## src/rtl/spdif_pkg.sv

```systemverilog
// Shared encodings and reset defaults for the S/PDIF acquisition and lock controller.
package spdif_pkg;

  typedef enum logic [2:0] {
    ST_IDLE    = 3'd0,
    ST_MEASURE = 3'd1,
    ST_VERIFY  = 3'd2,
    ST_LOCKED  = 3'd3,
    ST_RESYNC  = 3'd4
  } state_e;

  localparam logic [1:0] SYNC_B   = 2'b00;
  localparam logic [1:0] SYNC_M   = 2'b01;
  localparam logic [1:0] SYNC_W   = 2'b10;
  localparam logic [1:0] SYNC_INV = 2'b11;

  localparam logic [7:0] THR_T1_DEF  = 8'd20;
  localparam logic [7:0] THR_T2_DEF  = 8'd38;
  localparam logic [7:0] THR_T3_DEF  = 8'd42;
  localparam logic [7:0] UI_MIN_INIT = 8'hFF;

endpackage

```

## src/rtl/spdif_ui_meter.sv

```systemverilog
// Windowed minimum edge-interval tracker; yields the UI and the decoder
// classification thresholds on the cycle the window completes.
module spdif_ui_meter
  import spdif_pkg::*;
#(
  parameter int WIN_EDGES = 64,
  parameter int MIN_LEN   = 4
) (
  input  logic       clk,
  input  logic       resetb,
  input  logic       start,
  input  logic       edge_valid,
  input  logic [7:0] edge_len,
  output logic       done,
  output logic [7:0] ui,
  output logic [7:0] t1,
  output logic [7:0] t2,
  output logic [7:0] t3
);

  localparam int CW = $clog2(WIN_EDGES + 1);

  logic [CW-1:0] cnt_q;
  logic [7:0]    min_q;
  logic          accept;
  logic [7:0]    min_nxt;
  logic [9:0]    ui10;

  function automatic logic [7:0] sat8(input logic [9:0] v);
    return (v > 10'd255) ? 8'hFF : v[7:0];
  endfunction

  assign accept  = !start && edge_valid && (edge_len >= 8'(MIN_LEN));
  assign min_nxt = (edge_len < min_q) ? edge_len : min_q;
  // The completing edge is folded into the minimum combinationally.
  assign done    = accept && (cnt_q == CW'(WIN_EDGES - 1));
  assign ui      = min_nxt;
  assign ui10    = {2'b00, min_nxt};

  assign t1 = sat8(ui10 + (ui10 >> 1));
  assign t2 = sat8((ui10 << 1) + (ui10 >> 2));
  assign t3 = sat8((ui10 << 1) + (ui10 >> 1));

  always_ff @(posedge clk or negedge resetb) begin
    if (!resetb) begin
      cnt_q <= '0;
      min_q <= UI_MIN_INIT;
    end else if (start || done) begin
      cnt_q <= '0;
      min_q <= UI_MIN_INIT;
    end else if (accept) begin
      cnt_q <= cnt_q + CW'(1);
      min_q <= min_nxt;
    end
  end

endmodule

```

## src/rtl/spdif_lock_ctrl.sv

```systemverilog
// S/PDIF acquisition and lock controller: measures the UI, programs decoder
// thresholds and qualifies lock from preamble alternation and timing.
module spdif_lock_ctrl
  import spdif_pkg::*;
#(
  parameter int WIN_EDGES    = 64,
  parameter int MIN_LEN      = 4,
  parameter int VERIFY_SYNCS = 8,
  parameter int SYNC_TO      = 2048,
  parameter int ERR_MAX      = 4
) (
  input  logic       clk,
  input  logic       resetb,
  input  logic       enable,
  input  logic       edge_valid,
  input  logic [7:0] edge_len,
  input  logic       sync_valid,
  input  logic [1:0] sync_type,
  output logic [7:0] thr_t1,
  output logic [7:0] thr_t2,
  output logic [7:0] thr_t3,
  output logic [7:0] ui_len,
  output logic       audio_locked,
  output logic       mute,
  output logic       err_pulse,
  output logic [2:0] state
);

  localparam int GW = $clog2(VERIFY_SYNCS + 1);
  localparam int EW = $clog2(ERR_MAX + 1);
  localparam logic [GW-1:0] GOOD_LAST = GW'(VERIFY_SYNCS);
  localparam logic [EW-1:0] ERR_LAST  = EW'(ERR_MAX);
  localparam logic [11:0]   TO_LAST   = 12'(SYNC_TO - 1);

  state_e        state_q, state_d;
  logic [7:0]    ui_q, ui_d, t1_q, t1_d, t2_q, t2_d, t3_q, t3_d;
  logic          locked_q, locked_d, mute_q, mute_d, err_q, err_d;
  logic [GW-1:0] good_q, good_d;
  logic [EW-1:0] errc_q, errc_d;
  logic [11:0]   to_q, to_d;
  logic [1:0]    last_q, last_d;
  logic          have_q, have_d, lgood_q, lgood_d;

  logic       meas_start, meas_done;
  logic [7:0] meas_ui, meas_t1, meas_t2, meas_t3;
  logic       sync_is_w, sync_is_bm, sync_good, tracking, timeout, any_err;

  assign meas_start = !(enable && state_q == ST_MEASURE);

  spdif_ui_meter #(
    .WIN_EDGES(WIN_EDGES),
    .MIN_LEN  (MIN_LEN)
  ) u_meter (
    .clk       (clk),
    .resetb    (resetb),
    .start     (meas_start),
    .edge_valid(edge_valid),
    .edge_len  (edge_len),
    .done      (meas_done),
    .ui        (meas_ui),
    .t1        (meas_t1),
    .t2        (meas_t2),
    .t3        (meas_t3)
  );

  assign sync_is_w  = (sync_type == SYNC_W);
  assign sync_is_bm = (sync_type == SYNC_B) || (sync_type == SYNC_M);
  // With no reference (fresh VERIFY or after an invalid preamble) any valid type is accepted.
  assign sync_good  = sync_valid && (sync_is_w || sync_is_bm) &&
                      (!have_q || (last_q == SYNC_INV) ||
                       ((last_q == SYNC_W) ? sync_is_bm : sync_is_w));
  assign tracking   = (state_q == ST_VERIFY) || (state_q == ST_LOCKED);
  assign timeout    = tracking && !sync_valid && (to_q == TO_LAST);
  assign any_err    = tracking && ((sync_valid && !sync_good) || timeout);

  always_comb begin
    state_d  = state_q;
    ui_d     = ui_q;
    t1_d     = t1_q;
    t2_d     = t2_q;
    t3_d     = t3_q;
    locked_d = locked_q;
    mute_d   = mute_q;
    err_d    = 1'b0;
    good_d   = good_q;
    errc_d   = errc_q;
    last_d   = last_q;
    have_d   = have_q;
    lgood_d  = lgood_q;
    to_d     = '0;

    if (tracking) begin
      to_d = (sync_valid || timeout) ? 12'd0 : to_q + 12'd1;
      if (sync_valid) begin
        last_d  = sync_type;
        have_d  = 1'b1;
        lgood_d = sync_good;
      end
    end

    case (state_q)
      ST_IDLE: state_d = ST_MEASURE;
      ST_MEASURE: begin
        if (meas_done && (meas_ui != UI_MIN_INIT)) begin
          state_d = ST_VERIFY;
          ui_d    = meas_ui;
          t1_d    = meas_t1;
          t2_d    = meas_t2;
          t3_d    = meas_t3;
          good_d  = '0;
          errc_d  = '0;
          have_d  = 1'b0;
          lgood_d = 1'b0;
        end
      end
      ST_VERIFY: begin
        if (any_err) begin
          err_d   = 1'b1;
          state_d = ST_MEASURE;
        end else if (sync_good) begin
          good_d = good_q + GW'(1);
          if (good_d == GOOD_LAST) begin
            state_d  = ST_LOCKED;
            locked_d = 1'b1;
            errc_d   = '0;
            to_d     = '0;
          end
        end
      end
      ST_LOCKED: begin
        if (any_err) begin
          err_d  = 1'b1;
          errc_d = errc_q + EW'(1);
          if (errc_d == ERR_LAST) begin
            state_d  = ST_RESYNC;
            locked_d = 1'b0;
            mute_d   = 1'b1;
          end
        end else if (sync_good) begin
          if (sync_type == SYNC_B) mute_d = 1'b0;
          if (sync_is_w && lgood_q) errc_d = '0;
        end
      end
      ST_RESYNC: state_d = ST_MEASURE;
      default:   state_d = ST_IDLE;
    endcase

    if (!enable) begin
      state_d  = ST_IDLE;
      locked_d = 1'b0;
      mute_d   = 1'b1;
      err_d    = 1'b0;
    end
  end

  always_ff @(posedge clk or negedge resetb) begin
    if (!resetb) begin
      state_q  <= ST_IDLE;
      ui_q     <= '0;
      t1_q     <= THR_T1_DEF;
      t2_q     <= THR_T2_DEF;
      t3_q     <= THR_T3_DEF;
      locked_q <= 1'b0;
      mute_q   <= 1'b1;
      err_q    <= 1'b0;
      good_q   <= '0;
      errc_q   <= '0;
      to_q     <= '0;
      last_q   <= '0;
      have_q   <= 1'b0;
      lgood_q  <= 1'b0;
    end else begin
      state_q  <= state_d;
      ui_q     <= ui_d;
      t1_q     <= t1_d;
      t2_q     <= t2_d;
      t3_q     <= t3_d;
      locked_q <= locked_d;
      mute_q   <= mute_d;
      err_q    <= err_d;
      good_q   <= good_d;
      errc_q   <= errc_d;
      to_q     <= to_d;
      last_q   <= last_d;
      have_q   <= have_d;
      lgood_q  <= lgood_d;
    end
  end

  assign thr_t1       = t1_q;
  assign thr_t2       = t2_q;
  assign thr_t3       = t3_q;
  assign ui_len       = ui_q;
  assign audio_locked = locked_q;
  assign mute         = mute_q;
  assign err_pulse    = err_q;
  assign state        = state_q;

endmodule

```

## config.mk

```make
export PLATFORM = sky130hd
export DESIGN_NAME = spdif_lock_ctrl
export DESIGN_NICKNAME = d
export VERILOG_FILES = /design/src/rtl/spdif_pkg.sv /design/src/rtl/spdif_ui_meter.sv /design/src/rtl/spdif_lock_ctrl.sv
export SDC_FILE = /design/constraint.sdc
export NUM_CORES = 1
export LEC_CHECK = 0
export BUFFER_PORTS_ARGS = -buffer_cell sky130_fd_sc_hd__buf_4
export CAP_MARGIN = 30
export CORE_MARGIN = 5
export CORE_UTILIZATION = 40
export CTS_CLUSTER_SIZE = 40
export DETAILED_ROUTE_END_ITERATION = 10
export GPL_TIMING_DRIVEN = 1
export PLACE_DENSITY = 0.61
export SYNTH_ARGS = -nofsm -noshare
export SYNTH_HDL_FRONTEND = slang
export SYNTH_SLANG_ARGS = --single-unit
```

## constraint.sdc

```tcl
create_clock -name clk -period 13.8 [get_ports clk]
set_clock_uncertainty 0.2 [all_clocks]
set_input_delay 0.69 -clock clk [delete_from_list [all_inputs] [get_ports clk]]
set_output_delay 0.69 -clock clk [all_outputs]
set_load 0.01 [all_outputs]
```

* Yosys cells after proc, flatten, opt, wreduce, memory -nomap -nowiden *
Index checks and enable logic that the tools add are counted.

storage, ports and cells
  memory bits (read-only) = 0
  memories kept = 0
  memory bits (writable) = 0
  output and inout port bits = 38
  bits in registers = 76
  logic and storage cells = 157
  bits in latches = 0
  input port bits = 15

cells by class
  multiply operators = 0
  shifts and indexed selects = 0
  add/subtract/negate cells = 7
  mux-type cells = 59
  reductions and logical operators = 38
  order comparisons = 5
  bitwise operators = 0
  div/mod/pow operators = 0
  equality and inequality tests = 32

operators by type and width
  kind                   count
  $mux 12                6
  $mux 8                 6
  $mux 3                 14
  $gt 10x8->1 const B    3
  $mux 1                 24
  $ne 3x2->1 const B     5
  $mux 7                 2
  $add 12x1->12 const B  1
  $eq 12x11->1 const B   1
  $logic_and 1x1->1      12
  $mux 4                 3
  $ne 3x3->1 const B     4
  $pmux 3 s4             1
  $add 9x6->10           1
  $add 9x7->10           1
  $add 8x7->9            1
  $ne 3x1->1 const B     3
  $pmux 3 s3             1
  $ge 8x3->1 const B     1
  $logic_or 1x1->1       8
  $lt 8x8->1             1
  $ne 8x8->1 const B     1
  $pmux 4 s2             1
  $reduce_and 4->1       2
  25 further kinds       38

* Longest topological paths before layout *
  depth after elaboration = 12
  mapped depth = 18
  gate-level depth less buffers = 17

* Modules after synthesis *
Synthesis repeated with hierarchy kept, for this count alone.

unflattened totals
  cell total of the unflattened synthesis = 601
  area total of the unflattened synthesis = 5146.2 um2

by module, submodules not included
  module           times used  seq. area each (um2)  area an instance (um2)  cells an instance
  spdif_lock_ctrl  1           1537.7                2780.2                  292
  spdif_ui_meter   1           385.4                 2366.0                  309

* Worst setup path before layout *
Ideal clock, no wire load.

  kind = in2reg
  from = input edge_len[1]
  to = register t3_q[2] (netlist: thr_t3[2])
  library setup time = 0.121 ns
  data required time = 13.479 ns
  path buffers = 1
  stages on the path = 16
  setup slack = 9.147 ns
  arrival time = 4.332 ns
  path through = ha_1 a2111oi_4 o31a_4 buf_2 nor2_1 a21oi_1 inv_1 ha_1 fa_1 a21o_1 a21oi_1 nor2b_1 nand3_1 a31oi_1 or4_4 o22a_1

on the way
  longest elaborated chain between the ends = 5
  elaborated cells on any way between the ends = 11
  classes of those cells = add/sub (1); order compare (3); eq/ne (1); mux (2); reduce/logical (4)

ends and longest elaborated chain
  item                                              line                                          text
  from (decl)                                       spdif_lock_ctrl.sv:16                         input logic [7:0] edge_len,
  $lt 8x8->1 (*)                                    spdif_ui_meter.sv:34                          assign min_nxt = (edge_len < min_q) ? edge_len : min_q;
  $mux 8 (*)                                        spdif_ui_meter.sv:34
  via meas_ui[2]                                    spdif_lock_ctrl.sv:45                         logic [7:0] meas_ui, meas_t1, meas_t2, meas_t3;
  $add 9x7->10 or $ne 8x8->1 (tied branches)        spdif_ui_meter.sv:42, spdif_lock_ctrl.sv:104
  $gt 10x8->1 or $logic_and 1x1->1 (tied branches)  spdif_ui_meter.sv:30, spdif_lock_ctrl.sv:104
  $mux 8 or $reduce_and 2->1 (tied branches)        n/a
  to (signal assigned)                              spdif_lock_ctrl.sv:177                        t3_q <= t3_d;
  to (decl)                                         spdif_lock_ctrl.sv:36                         logic [7:0] ui_q, ui_d, t1_q, t1_d, t2_q, t2_d, t3_q, t3_d;

The timed path passes the listed nets; every way through them passes the cells marked *.
A chain may end at the register's enable or synchronous reset.

* Worst setup path after layout *
  from = register u_meter.min_q[7]
  to = register good_q[0]

on the way
  longest elaborated chain between the ends = 6

ends and longest elaborated chain
  item                               line                    text
  from (decl)                        spdif_ui_meter.sv:24    logic [7:0] min_q;
  from (signal assigned)             spdif_ui_meter.sv:53    min_q <= min_nxt;
  $lt 8x8->1                         spdif_ui_meter.sv:34
  $mux 8                             spdif_ui_meter.sv:34
  via meas_ui[6]                     spdif_lock_ctrl.sv:45
  $ne 8x8->1                         spdif_lock_ctrl.sv:104  if (meas_done && (meas_ui != UI_MIN_INIT)) begin
  $logic_and 1x1->1                  spdif_lock_ctrl.sv:104
  $ne 2x1->1 (no source line)        n/a
  $reduce_and 4->1 (no source line)  n/a
  to (signal assigned)               spdif_lock_ctrl.sv:181  good_q <= good_d;
  to (decl)                          spdif_lock_ctrl.sv:38   logic [GW-1:0] good_q, good_d;

The timed path passes the listed nets, and every way through them passes these cells.

==> results.json <==
{
  "run_status": "finished, final reports clean",
  "fill_cells": 1076,
  "relSlewSlack_pct": 35.79,
  "num_vias": 3639,
  "fmax_ghz": 0.1926,
  "seq_area_frac_synth_pct": 42.18,
  "required_ns": 13.82,
  "tightestPinTransition_ns": 0.9631,
  "syn_to_final_growth_pct": 18.77,
  "postSynthAreaPerCell_um2": 9.499,
  "fin_crit_ns": 5.191,
  "gr-total-overflow": 0,
  "cts_sinks": 76,
  "worstPathCellList": "inv_1, ha_1, nand4_1, o31ai_2, mux2i_1, inv_1, ha_1, and4_1, nor3_1, and3_1, nor2_1, mux2_2",
  "layout.cells.non_filler": 684,
  "start_util_pct": 40.45,
  "postRouteAntennaNets": 0,
  "synth_ff_type": "dfrtp_1",
  "postSynthRegisterBits": 76,
  "power_density_nw_per_um2": 101.8,
  "wl_per_cell_um": 15.35,
  "synth_cell_types": 66,
  "synth_edf_count": 0,
  "path_max_fanout": 27,
  "rows": 39,
  "track_usage_pct": 16.21,
  "clk_pin_slew_ns": 0.06,
  "hold_ws_ns": 0.2976,
  "start_kind": "flop",
  "drt_iter0_drc": 176,
  "core_area_um2": 11270,
  "ctsHtreeMaxLevel": 3,
  "yosys_warnings": 0,
  "path_class": "reg -> reg",
  "portBuffers": 52,
  "maxCapViolCount": 0,
  "slew_violations": 0,
  "grt_antenna_before_repair": 0,
  "worstSkewPairLatency_ns": 0.33,
  "postLayoutCoreUtil_pct": 48.04,
  "hpwl_mm": 7.873,
  "drc_errors": 0,
  "crit_path_max_incr_delay_ns": 0.84,
  "io_pins": 53,
  "synth.area.top_cells": "dfrtp_1, dfstp_2, ha_1",
  "cts_made_buffers": 9,
  "grt_max_degree": 77,
  "synth_top_area_share_pct": 32.38,
  "dp.cells": 666,
  "syn_inst": 480,
  "setup_viol": 0,
  "n_antenna_cell": 0,
  "ir_drop_mv": 0.08157,
  "cts_max_path_buffers": 2,
  "gp_congestion": 0.8915,
  "crit_family": "simple AND/OR/NAND/NOR gates",
  "final_cell_area_um2": 5415,
  "p_leak_uw": 0.002527,
  "syn_area_um2": 4559,
  "period_share_pct": 37.62,
  "mostFrequentLayoutCell": "nor2_1",
  "worst_setup_path_end_kind": "flop",
  "async_flop_share_pct": 100.0,
  "hold_violations": 0,
  "die_h_um": 116.8,
  "placed_area_um2": 5089,
  "avgViaCountPerCell": 5.320,
  "root_buffer": "clkbuf_16",
  "grt_pass1_wl_mm": 17.35,
  "synth_nets": 529,
  "hold_class": "reg -> reg",
  "rsz0062_at_grt": "false",
  "synth_largest_area_cell": "dfrtp_1",
  "cts_tree": "yes",
  "drive_gt1_share_pct": 19.96,
  "wl_mm": 10.50,
  "die_x_um": 116.8,
  "final_cell_mix": "nor2_1, dfrtp_1, buf_4",
  "crit_arrival_ns": 5.21,
  "grt_pass1_vias": 3591,
  "tns_ns": 0,
  "slowest_stage": "and3_1",
  "crit_buf_inv": 2,
  "first_pass_iters": 4,
  "dieArea_um2": 13630,
  "nets": 585
}
report_power, final:
part / internal [uW] / switching (uW)
Clock: 131 / 91.9
Sequential: 228 / 4.75
Combinational: 38.5 / 56.4
sequential cells by signal, indices dropped and copies added (netlist names):
signal and flops:
state 3, have_q 1, mute 1, u_meter.min_q 8
lgood_q 1, good_q 4, audio_locked 1, thr_t1 8
err_pulse 1, thr_t2 8, errc_q 3, u_meter.cnt_q 7
ui_len 8, last_q 2, to_q 12, thr_t3 8
synthesized netlist by cell type (all sizes together), types with 2 or more instances:
cell type	number
nor3	6
o31ai	4
a21o	6
buf	3
nor4	2
o2bb2ai	2
a22o	3
xor2	15
inv	29
mux2	3
o21ai	23
a21oi	45
a22oi	8
o311ai	2
or4	2
a21boi	3
nor2	68
nand2b	7
nor3b	2
xnor2	16
nor2b	7
ha	31
or3	2
mux2i	7
o22a	3
o21bai	3
nand4	6
o211ai	3
o31a	2
dfstp	17
nand2	39
clkbuf	6
o21a	2
dfrtp	59
and3	7
o22ai	2
fa	3
and4	2
and2	2
nand3	14
cell type report:
cell class,count,area (um^2),area share [%]
timing repair buffer,54,427.9,7.902
inverter,29,108.9,2.010
clock buffer,11,252.7,4.667
tap,143,178.9,3.304
sequential,76,1923,35.51
multi-input combinational,366,2487,45.93
clock inverter,5,36.28,0.6701
final timing paths:
path	from	endpoint	slack, ns	cells after the start
hold reg to reg	ui_len[3]	ui_len[3]	0.30	2
setup / recovery	u_meter.min_q[7]	good_q[0]	8.61	12
setup reg to reg	u_meter.min_q[7]	good_q[0]	8.61	12
max in group asynchronous	resetb	thr_t3[1]	12.29	3
min in group asynchronous	resetb	to_q[5]	0.51	2
hold / removal	ui_len[3]	ui_len[3]	0.30	2
worst register-to-register path, stage by stage (launching register included):
cell	delay, ns
dfstp_2	0.58
inv_1	0.12
ha_1	0.34
nand4_1	0.21
o31ai_2	0.63
mux2i_1	0.63
inv_1	0.25
ha_1	0.30
and4_1	0.20
nor3_1	0.24
and3_1	0.84
nor2_1	0.22
mux2_2	0.32
kinds of logic (layout without fill, tap and decap cells):
logic type               Yosys count  in the layout  synth area share (%)
AO/OA/AOI/OAI                    120            120                 18.19
XOR/XNOR                          31             31                 5.955
adder cells (fa/ha/maj)           34             34                 9.824
buffers and inverters             38             99                 3.266
flip-flops                        76             76                 42.18
multiplexers                      11             11                 2.772
AND/OR/NAND/NOR                  170            170                 17.81
per-layer routing:
layer  share of wire [%]  global-route usage (%)  vias up  wire, um
met2                  47                   25.48       70      4908
met4                 1.9                   5.122        0       196
met5                   0                       0        -         0
met1                  47                   21.76     1753      4962
li1                    -                       -     1802         -
met3                 4.1                   4.508       14       432
metrics by stage:
step                      power [uW]  setup slack [ns]
final                          551.4             8.609
after global routing           581.2             8.121
after CTS                      559.2             8.594
after detailed placement       330.3             8.454
after global placement         328.9             8.476
after floorplan                303.1             9.147
repair_timing:
action | 4_1_cts | 5_1_grt
hold endpoints to repair | 0 | 5
setup buffers | 0 | 0
hold buffers | 0 | 1
setup endpoints to repair | 0 | 0
gates resized for setup | 0 | 0
No activity file was read; power rests on OpenSTA's default activity.
